`config.mk`:
```
export PLATFORM = sky130hd
export DESIGN_NAME = uart_line_sender
export DESIGN_NICKNAME = d
export VERILOG_FILES = /design/src/rtl/uart_line_sender.sv
export SDC_FILE = /design/constraint.sdc
export NUM_CORES = 1
export LEC_CHECK = 0
export BUFFER_PORTS_ARGS = -buffer_cell sky130_fd_sc_hd__clkbuf_2
export CAP_MARGIN = 20
export CORE_MARGIN = 8
export CORE_UTILIZATION = 61
export CTS_CLUSTER_DIAMETER = 80
export DETAILED_ROUTE_END_ITERATION = 10
export PLACE_DENSITY = 0.82
export SLEW_MARGIN = 20
export SYNTH_ARGS = -nofsm -noshare
export SYNTH_HDL_FRONTEND = slang
export SYNTH_SLANG_ARGS = --single-unit
```
`constraint.sdc`:
```
create_clock -name clk -period 3.55 [get_ports clk]
set_clock_uncertainty 0.1 [all_clocks]
set_input_delay 0.71 -clock clk [delete_from_list [all_inputs] [get_ports clk]]
set_output_delay 0.71 -clock clk [all_outputs]
set_load 0.005 [all_outputs]
```
`src/rtl/uart_line_sender.sv`:
```
// uart_line_sender: buffers a CR-terminated command line and streams it into a uart
// transmit handshake, optionally checking each byte's echo on the receive side.
module uart_line_sender #(
    parameter int DEPTH        = 16,
    parameter int ECHO_TIMEOUT = 50000,
    parameter bit CHECK_ECHO   = 1'b1
) (
    input  logic       clk,
    input  logic       rst,
    input  logic [7:0] cmd_data,
    input  logic       cmd_valid,
    output logic       cmd_ready,
    output logic [7:0] tx_data,
    output logic       tx_valid,
    input  logic       tx_ready,
    input  logic [7:0] rx_data,
    input  logic       rx_valid,
    output logic       rx_ready,
    output logic       busy,
    output logic       done,
    output logic       error,
    output logic [1:0] err_code
);
    localparam int PW = $clog2(DEPTH) + 1;
    localparam int TW = $clog2(ECHO_TIMEOUT + 1);
    localparam logic [7:0] CR = 8'h0D;

    typedef enum logic [1:0] {LOAD, SEND, ECHO, DONE} state_t;

    state_t        state, state_n;
    logic [7:0]    line_buf [DEPTH];
    logic [PW-1:0] count, count_n, idx, idx_n;
    logic [TW-1:0] tcnt, tcnt_n;
    logic [1:0]    err_n;
    logic [7:0]    cur;

    assign cur       = line_buf[idx[PW-2:0]];
    assign cmd_ready = state == LOAD;
    assign rx_ready  = state == LOAD || state == ECHO;
    assign tx_valid  = state == SEND;
    assign tx_data   = cur;
    assign busy      = state != LOAD;
    assign done      = state == DONE;
    assign error     = err_code != 2'b00;

    always_ff @(posedge clk)
        if (state == LOAD && cmd_valid)
            line_buf[count[PW-2:0]] <= cmd_data;

    always_ff @(posedge clk) begin
        if (rst) begin
            state    <= LOAD;
            count    <= '0;
            idx      <= '0;
            tcnt     <= '0;
            err_code <= 2'b00;
        end else begin
            state    <= state_n;
            count    <= count_n;
            idx      <= idx_n;
            tcnt     <= tcnt_n;
            err_code <= err_n;
        end
    end

    always_comb begin
        state_n = state;
        count_n = count;
        idx_n   = idx;
        tcnt_n  = tcnt;
        err_n   = err_code;
        case (state)
            LOAD: if (cmd_valid) begin
                err_n   = 2'b00;
                count_n = count + 1'b1;
                if (cmd_data == CR) begin
                    state_n = SEND;
                    idx_n   = '0;
                end else if (count_n == PW'(DEPTH)) begin
                    err_n   = 2'b11;
                    count_n = '0;
                end
            end
            SEND: if (tx_ready) begin
                if (cur == CR)
                    state_n = DONE;
                else if (CHECK_ECHO) begin
                    state_n = ECHO;
                    tcnt_n  = '0;
                end else
                    idx_n = idx + 1'b1;
            end
            // an arriving echo wins over a timeout on the same edge
            ECHO: if (rx_valid) begin
                if (rx_data == cur) begin
                    idx_n   = idx + 1'b1;
                    state_n = SEND;
                end else begin
                    err_n   = 2'b01;
                    count_n = '0;
                    idx_n   = '0;
                    state_n = LOAD;
                end
            end else if (tcnt == TW'(ECHO_TIMEOUT - 1)) begin
                err_n   = 2'b10;
                count_n = '0;
                idx_n   = '0;
                state_n = LOAD;
            end else
                tcnt_n = tcnt + 1'b1;
            DONE: begin
                count_n = '0;
                idx_n   = '0;
                state_n = LOAD;
            end
            default: state_n = LOAD;
        endcase
    end
endmodule
```
-- Word-level counts from Yosys, hierarchy flattened
Memory sizes are Yosys's and may differ from the RTL's. A register that Yosys moved wholly into a read port is not among the register bits.
Cells that the tools add are included.
- equality and inequality tests: 16
- bitwise logic cells: 1
- multiplexer cells: 36
- reductions and logical operators: 13
- $add $sub $neg: 3
- operators by type and width (kind ; count):
    $mux 16 ; 4
    $mux 5 ; 10
    $pmux 16 s2 ; 1
    $pmux 5 s3 ; 2
    $mux 2 ; 11
    $add 16x1->16 const B ; 1
    $eq 16x16->1 const B ; 1
    $eq 8x4->1 const B ; 2
    $reduce_and 4->1 ; 4
    $add 5x1->5 const B ; 2
    $eq 8x8->1 ; 1
    $mux 4 ; 2
    $ne 2x2->1 const B ; 4
    $pmux 2 s4 ; 1
    $reduce_bool 2->1 ; 4
    $eq 5x5->1 const B ; 1
    $reduce_and 5->1 ; 1
    $eq 2x2->1 const B ; 2
    $mux 1 ; 4
    $ne 2x1->1 const B ; 2
    $pmux 2 s2 ; 1
    $ne 3x2->1 const B ; 1
    $ne 3x3->1 const B ; 1
    $reduce_bool 3->1 ; 1
    5 further kinds ; 5
- output and inout bits: 16
- input port bits: 21
- RAM bits: 128
- memories: 1
- bits in registers: 30
- memories (memory ; depth ; bits a word ; read ports ; clocked after Yosys merged registers in ; write ports ; line ; text):
    line_buf ; 16 ; 8 ; 1 ; 1 ; 1 ; 31 ; logic [7:0] line_buf [DEPTH];

-- Depth between registers and ports, before layout
Gate-level depths: netlist of the first run.
- depth after elaboration: 6
- mapped depth: 13
- depth with buffers taken out: 9

-- Least setup slack after synthesis of the first run
Ideal clock, no wire load.
- kind: register to register
- start: register (tool-made name)
- end: register (tool-made name)
- stages on the path, launching flop included: 11
- data arrival time: 2525 ps
- slack: 843 ps
- path through: dfxtp_1 -> buf_6 -> buf_6 -> mux4_2 -> mux4_2 -> xnor2_1 -> nand4_1 -> nor4_4 -> buf_6 -> nand3_1 -> a31oi_1

==> run metrics, run 1 <==
worst min-delay path class=reg2reg; dominant cell by count in the synthesized netlist=edfxtp_1; DRC violation total after the first TritonRoute iteration=580; weighted congestion reported at the end of routability-driven placement=between 0.8 and 0.9; Yosys Warn Count=0; Final Total Pwr=3.88 mW; vias per cell=6.41; Bufs on Longest Clock Path=2; I/O pin count=37; cell type of the slowest stage on the worst timing path=mux4_2; Net Count, Synth=about 520; Tot GR Track Use=0.216; leakage power=2.76 nW; tightest slew margin relative to the limit=0.359; sequential element share of the synthesized area=0.645; Cell Chain, Critical Path=buf_12 -> mux4_2 -> nor2b_1 -> a211oi_2 -> o21bai_1 -> inv_1 -> clkbuf_2; post-detailed-routing wire length=15.8 mm; count of mapped cells out of synthesis=495; Avg Inst Size Synth=about 14 um2; floorplan die height=123 um; P per Cell Area=490 nW/um2; grt total ovfl=0; global routing met1 resource utilization=0.274; die area=15,100 um2; post-synthesis register bit count=about 160; Post-Layout Inst Area=7910 um2; worst-path fanout max=34; routed wire length per instance=22.6 um; CTS Buf Count=17; non-filler cells in the finished layout=between 600 and 700; worst endpoint data arrival time=roughly 2.5 ns; fmax=298 MHz; list of most frequent post-synthesis cells=128 x edfxtp_1, 49 x nor2_1, 33 x dfxtp_1, 33 x nand2_1, 27 x mux2i_1; count of final setup violators=0; setup TNS=0 ns; GR Util met2=0.339; outcome=completed; GRT Max-Usage Layer=met2; Core Box Area=roughly 11,000 um2; root buffer cell=clkbuf_16; count of flip-flops with a built-in enable after synthesis=128; residual DRC count=0; startpoint type of the worst setup path=flop; vias in the first global route=4,388; Worst Tran Pin Value=0.958 ns; cts repair resizes=0; compound-gate portion of the synthesized area=0.0598; maxcap violations=0; crit share post-route=0.944; cells taking the most area after synthesis=edfxtp_1 55%, dfxtp_1 9.5%, mux4_2 7.4%; Port Buffers=36; crit-path max cell delay=roughly 0.53 ns; H-tree levels=4; adder and majority gate portion of the synthesized area=0.0125; largest net degree at the start of global routing=35; overall via count from detail_route=4,470; share of synthesized area spent on multiplexers=0.118; Post-DRT Antenna Nets=0; number of antenna cells inserted=0; main combinational cell family by area after synthesis=multiplexers; standard-cell row count=39; Initial Utilization=0.617; register clock-pin slew on the reported worst setup and hold paths=0.06 ns; worst-case hold slack=0.383 ns; GR Util met3=0.0594; Post-CTS Hold Fix Bufs=0; kind of capture point of the worst setup path=primary output; Final HPWL DP=10.3 mm; data required time of the critical path=2.74 ns; post-layout min period=around 3.4 ns; layout net count=570; dominant register cell in the synthesized netlist=edfxtp_1; number of sinks handled by clock tree synthesis=161; post-synthesis share of cell area spent on and, or, nand and nor gates=0.114; worst-skew pair later-pin latency=about 0.42 ns; count of final hold-check violations=0; critical setup path kind=reg2out; Unique masters post-synth=61; RSZ-0062 raised after global routing=no; top cell family by delay on the critical path=multiplexers; Die Span X=123 um; layout cell share with drive strength beyond 1=0.206; top cell type's share of synthesized area=0.550; CTS tree=done; placed inst area=roughly 7400 um2; number of pins with negative max-slew slack in the final report=0; combined buffer and inverter count along the critical path=3; first-pass GRT wire length=24.1 mm; detailed-router iteration count before antenna repair=6; post-synthesis async set-or-reset flop share=0; Peak supply drop=around 0.00035 V; Post CTS Setup Buffer Count=0; number of cells in the design after placement=between 600 and 700; parity-gate share of the synthesized area counting xor and xnor cells=0.0251; Post-Syn Area=~7000 um2; area added between synthesis and finish=13.2%; number of antenna violations at the first check in global routing=0; post-synthesis cell type with the largest combined area=edfxtp_1
-- report_power, final --
part | leakage [nW] | total, mW | internal [mW] | switching (mW)
combinational | 1.08 | 0.137 | 0.0471 | 0.0896
clock | 0.256 | 1.68 | 0.954 | 0.729
sequential | 1.42 | 2.06 | 2.05 | 0.00755
-- layout make-up --
cell class	count	area, um2
clock buffers	17	425
fillers	719	3410
clock inverters	14	116
multi-input cells	295	2300
flip-flops and latches	161	4510
well taps	143	179
repair buffers	53	333
inverters	14	52.6
-- stage by stage --
| stage | utilization | worst slack (ns) |
|---|---|---|
| after global routing | 0.699 | 0.0810 |
| after global placement | 0.651 | 0.368 |
| after floorplan | - | 0.843 |
| final | 0.699 | 0.198 |
| after detailed placement | 0.651 | 0.230 |
| after CTS | 0.699 | 0.167 |
-- worst min-delay path, stage by stage (launching register included) --
cell and delay [ns]:
dfxtp_1 0.32, o31ai_1 0.06, a21oi_1 0.05
-- worst paths after layout --
check                           startpoint                       end  slack [ns]  cells past startpoint
setup reg to reg                      flop      tcnt[0]$_SDFFE_PP0P_        0.21                     10
hold / removal    err_code[1]$_SDFFE_PP0P_  err_code[1]$_SDFFE_PP0P_        0.38                      2
setup / recovery                      flop                tx_data[7]        0.20                      7
hold reg to reg   err_code[1]$_SDFFE_PP0P_  err_code[1]$_SDFFE_PP0P_        0.38                      2
-- flip-flops by register name, indices dropped and copies added, names as in the netlist, named ones only --
signal    count
count         5
line_buf    128
tcnt         16
idx           4
state         2
err_code      2
-- metal layers --
metal	share of wire	wire length, um
met3	0.093	1470
met5	0	0
met1	0.39	6110
met2	0.49	7680
met4	0.033	526
-- layout by cell type (no fill, tap or decap), drive strengths merged, types with 10 or more instances in the layout --
cell,n
inv,15
nand2,33
mux2i,27
edfxtp,128
nor3,10
dfxtp,33
mux4,23
xor2,14
nor2,49
buf,17
a21oi,14
nand3,12
clkbuf,53
nand4,11
-- cells by family (layout without fill, tap and decap cells) --
group / count (synthesis) / after routing
adder cells (fa/ha/maj): 7 / 7
XOR/XNOR: 20 / 20
AO/OA/AOI/OAI: 58 / 58
multiplexers: 53 / 53
flip-flops: 161 / 161
AND/OR/NAND/NOR: 157 / 157
buffers and inverters: 39 / 98
No activity file was read; power rests on OpenSTA's default activity.
==> run 2: changes to the inputs <==
- CELL_PAD_IN_SITES_DETAIL_PLACEMENT: default -> 1
- CELL_PAD_IN_SITES_GLOBAL_PLACEMENT: default -> 1
- CORE_ASPECT_RATIO: default -> 1.75
- CORE_UTILIZATION: 61 -> 51
- PLACE_DENSITY: 0.82 -> 0.81
==> run metrics, run 2 (same netlist as run 1, synthesis figures left out) <==
Register Area=4510 um2 (unchanged); DRC violation total after the first TritonRoute iteration=291 (was 580); number of pins with negative max-slew slack in the final report=0 (unchanged); worst endpoint data arrival time=2.57 ns (was 2.54 ns); Tot GR Track Use=0.209 (was 0.216); Post-DRT Antenna Nets=0 (unchanged); residual DRC count=0 (unchanged); critical setup path kind=reg2out (unchanged); data required time of the critical path=2.74 ns (about the same); number of antenna cells inserted=0 (unchanged); vias in the first global route=4,934 (was 4,388); count of final hold-check violations=0 (unchanged); outcome=completed (unchanged); Final HPWL DP=12.9 mm (was 10.3 mm); Worst Tran Pin Value=0.950 ns (was 0.958 ns); number of antenna violations at the first check in global routing=0 (unchanged); startpoint type of the worst setup path=flop (unchanged); Core Box Area=13,400 um2 (was 11,300 um2); worst-path fanout max=12 (was 34); worst-skew pair later-pin latency=0.42 ns (about the same); H-tree levels=4 (unchanged); proportion of total power due to net switching=0.218 (was 0.213); setup ws final=0.174 ns (was 0.198 ns); vias per cell=6.08 (was 6.41); Clock Power Share=0.454 (was 0.434); root buffer cell=clkbuf_16 (unchanged); Final Total Pwr=4.03 mW (was 3.88 mW); worst-case setup slack after placement=0.283 ns (was 0.230 ns); CTS Buf Count=17 (unchanged); I/O pin count=37 (unchanged); register clock-pin slew on the reported worst setup and hold paths=0.07 ns (was 0.06 ns); P per Cell Area=501 nW/um2 (was 490 nW/um2); worst min-delay path class=reg2reg (unchanged); Post-CTS Hold Fix Bufs=0 (unchanged); die area=17,900 um2 (was 15,100 um2); RSZ-0062 raised after global routing=no (unchanged); fmax=296 MHz (was 298 MHz); maxcap violations=0 (unchanged); post-layout min period=3.38 ns (was 3.35 ns); most frequent cells in the layout=128 x edfxtp_1, 49 x nor2_1, 36 x clkbuf_2, 33 x nand2_1, 32 x dfxtp_1 (unchanged); Fill cells=1,334 (was 719); Post CTS Setup Buffer Count=0 (unchanged); Initial Utilization=0.522 (was 0.617); tightest slew margin relative to the limit=0.365 (was 0.359); first-pass GRT wire length=27.9 mm (was 24.1 mm); most frequent standard cell in the layout excluding fill and tap cells=edfxtp_1 (unchanged); floorplan die height=171 um (was 123 um); grt total ovfl=0 (unchanged); overall via count from detail_route=4,473 (was 4,470); post-detailed-routing wire length=18.3 mm (was 15.8 mm); largest net degree at the start of global routing=25 (was 35); cell internal pwr=3.15 mW (was 3.05 mW); kind of capture point of the worst setup path=primary output (unchanged); detailed-router iteration count before antenna repair=5 (was 6); standard-cell row count=56 (was 39); weighted congestion reported at the end of routability-driven placement=0.822 (was 0.859); Bufs on Longest Clock Path=2 (unchanged); Port Buffers=36 (unchanged); number of sinks handled by clock tree synthesis=161 (unchanged); HP Start=err_code[1]$_SDFFE_PP0P_ (unchanged); cts repair resizes=0 (unchanged); count of final setup violators=0 (unchanged); flip-flop count of the largest register, all copies and words added=128 (unchanged); crit share post-route=0.951 (was 0.944); power spent charging and discharging nets=0.878 mW (was 0.826 mW); area added between synthesis and finish=15.1% (was 13.2%); layout net count=577 (was 570); Die Span X=104 um (was 123 um); layout cell share with drive strength beyond 1=0.222 (was 0.206); CTS tree=done (unchanged); sequential power share=0.511 (was 0.531); Peak supply drop=0.000372 V (was 0.000353 V); routed wire length per instance=24.9 um (was 22.6 um); total area of multi-input combinational cells=2300 um2 (unchanged); combinational share of power=0.035 (about the same); setup TNS=0 ns (unchanged); leakage power=2.83 nW (was 2.76 nW)
[run 2: routing by layer]
metal | up-vias | wire [um] | GRT usage | part of all wire
li1 | 1995 | - | - | -
met1 | 2293 | 6800 | 0.213 | 0.37
met2 | 149 | 10100 | 0.397 | 0.55
met3 | 36 | 711 | 0.0380 | 0.039
met4 | 0 | 683 | 0.110 | 0.037
met5 | - | 0 | 0 | 0
[run 2: critical path, cell delays in order (launching register included)]
cell and delay [ns]:
dfxtp_1 0.68, buf_4 0.31, mux4_2 0.35, nor2b_1 0.17, a211oi_2 0.25, o21bai_1 0.20, inv_1 0.06, clkbuf_2 0.11
[run 2: power by group through the flow]
stage	Clock (mW)	Sequential, mW	Combinational, mW
global route	1.91	2.06	0.150
CTS	1.86	2.06	0.141
finish	1.83	2.06	0.141
global placement	0	2.10	0.133
detailed placement	0	2.10	0.139
floorplan	0	2.10	0.0641
[run 2: area by class of cell]
cell class,instances,area share
Sequential cell,161,0.560
Timing Repair Buffer,60,0.0464
Tap cell,174,0.0271
Inverter,14,0.00653
Clock buffer,17,0.0529
Clock inverter,15,0.0212
Multi-Input combinational cell,295,0.286
[run 2: path summary, 6_finish.rpt]
kind                                                 end  slack (ns)  cells past startpoint
worst min register to register  err_code[1]$_SDFFE_PP0P_        0.40                      2
worst max register to register      tcnt[8]$_SDFFE_PP0P_        0.23                      9
worst min-delay path            err_code[1]$_SDFFE_PP0P_        0.40                      2
worst max-delay path                          tx_data[7]        0.17                      7
[run 2: stage by stage]
stage | std cells | utilization | hold slack (ns) | instance area, um2
CTS | 736 | 0.601 | 0.400 | 8040
global route | 736 | 0.601 | 0.423 | 8040
detailed placement | 704 | 0.556 | 0.387 | 7450
floorplan | 495 | - | 0.357 | 6990
global placement | 704 | 0.556 | 0.372 | 7450
finish | 736 | 0.601 | 0.395 | 8040
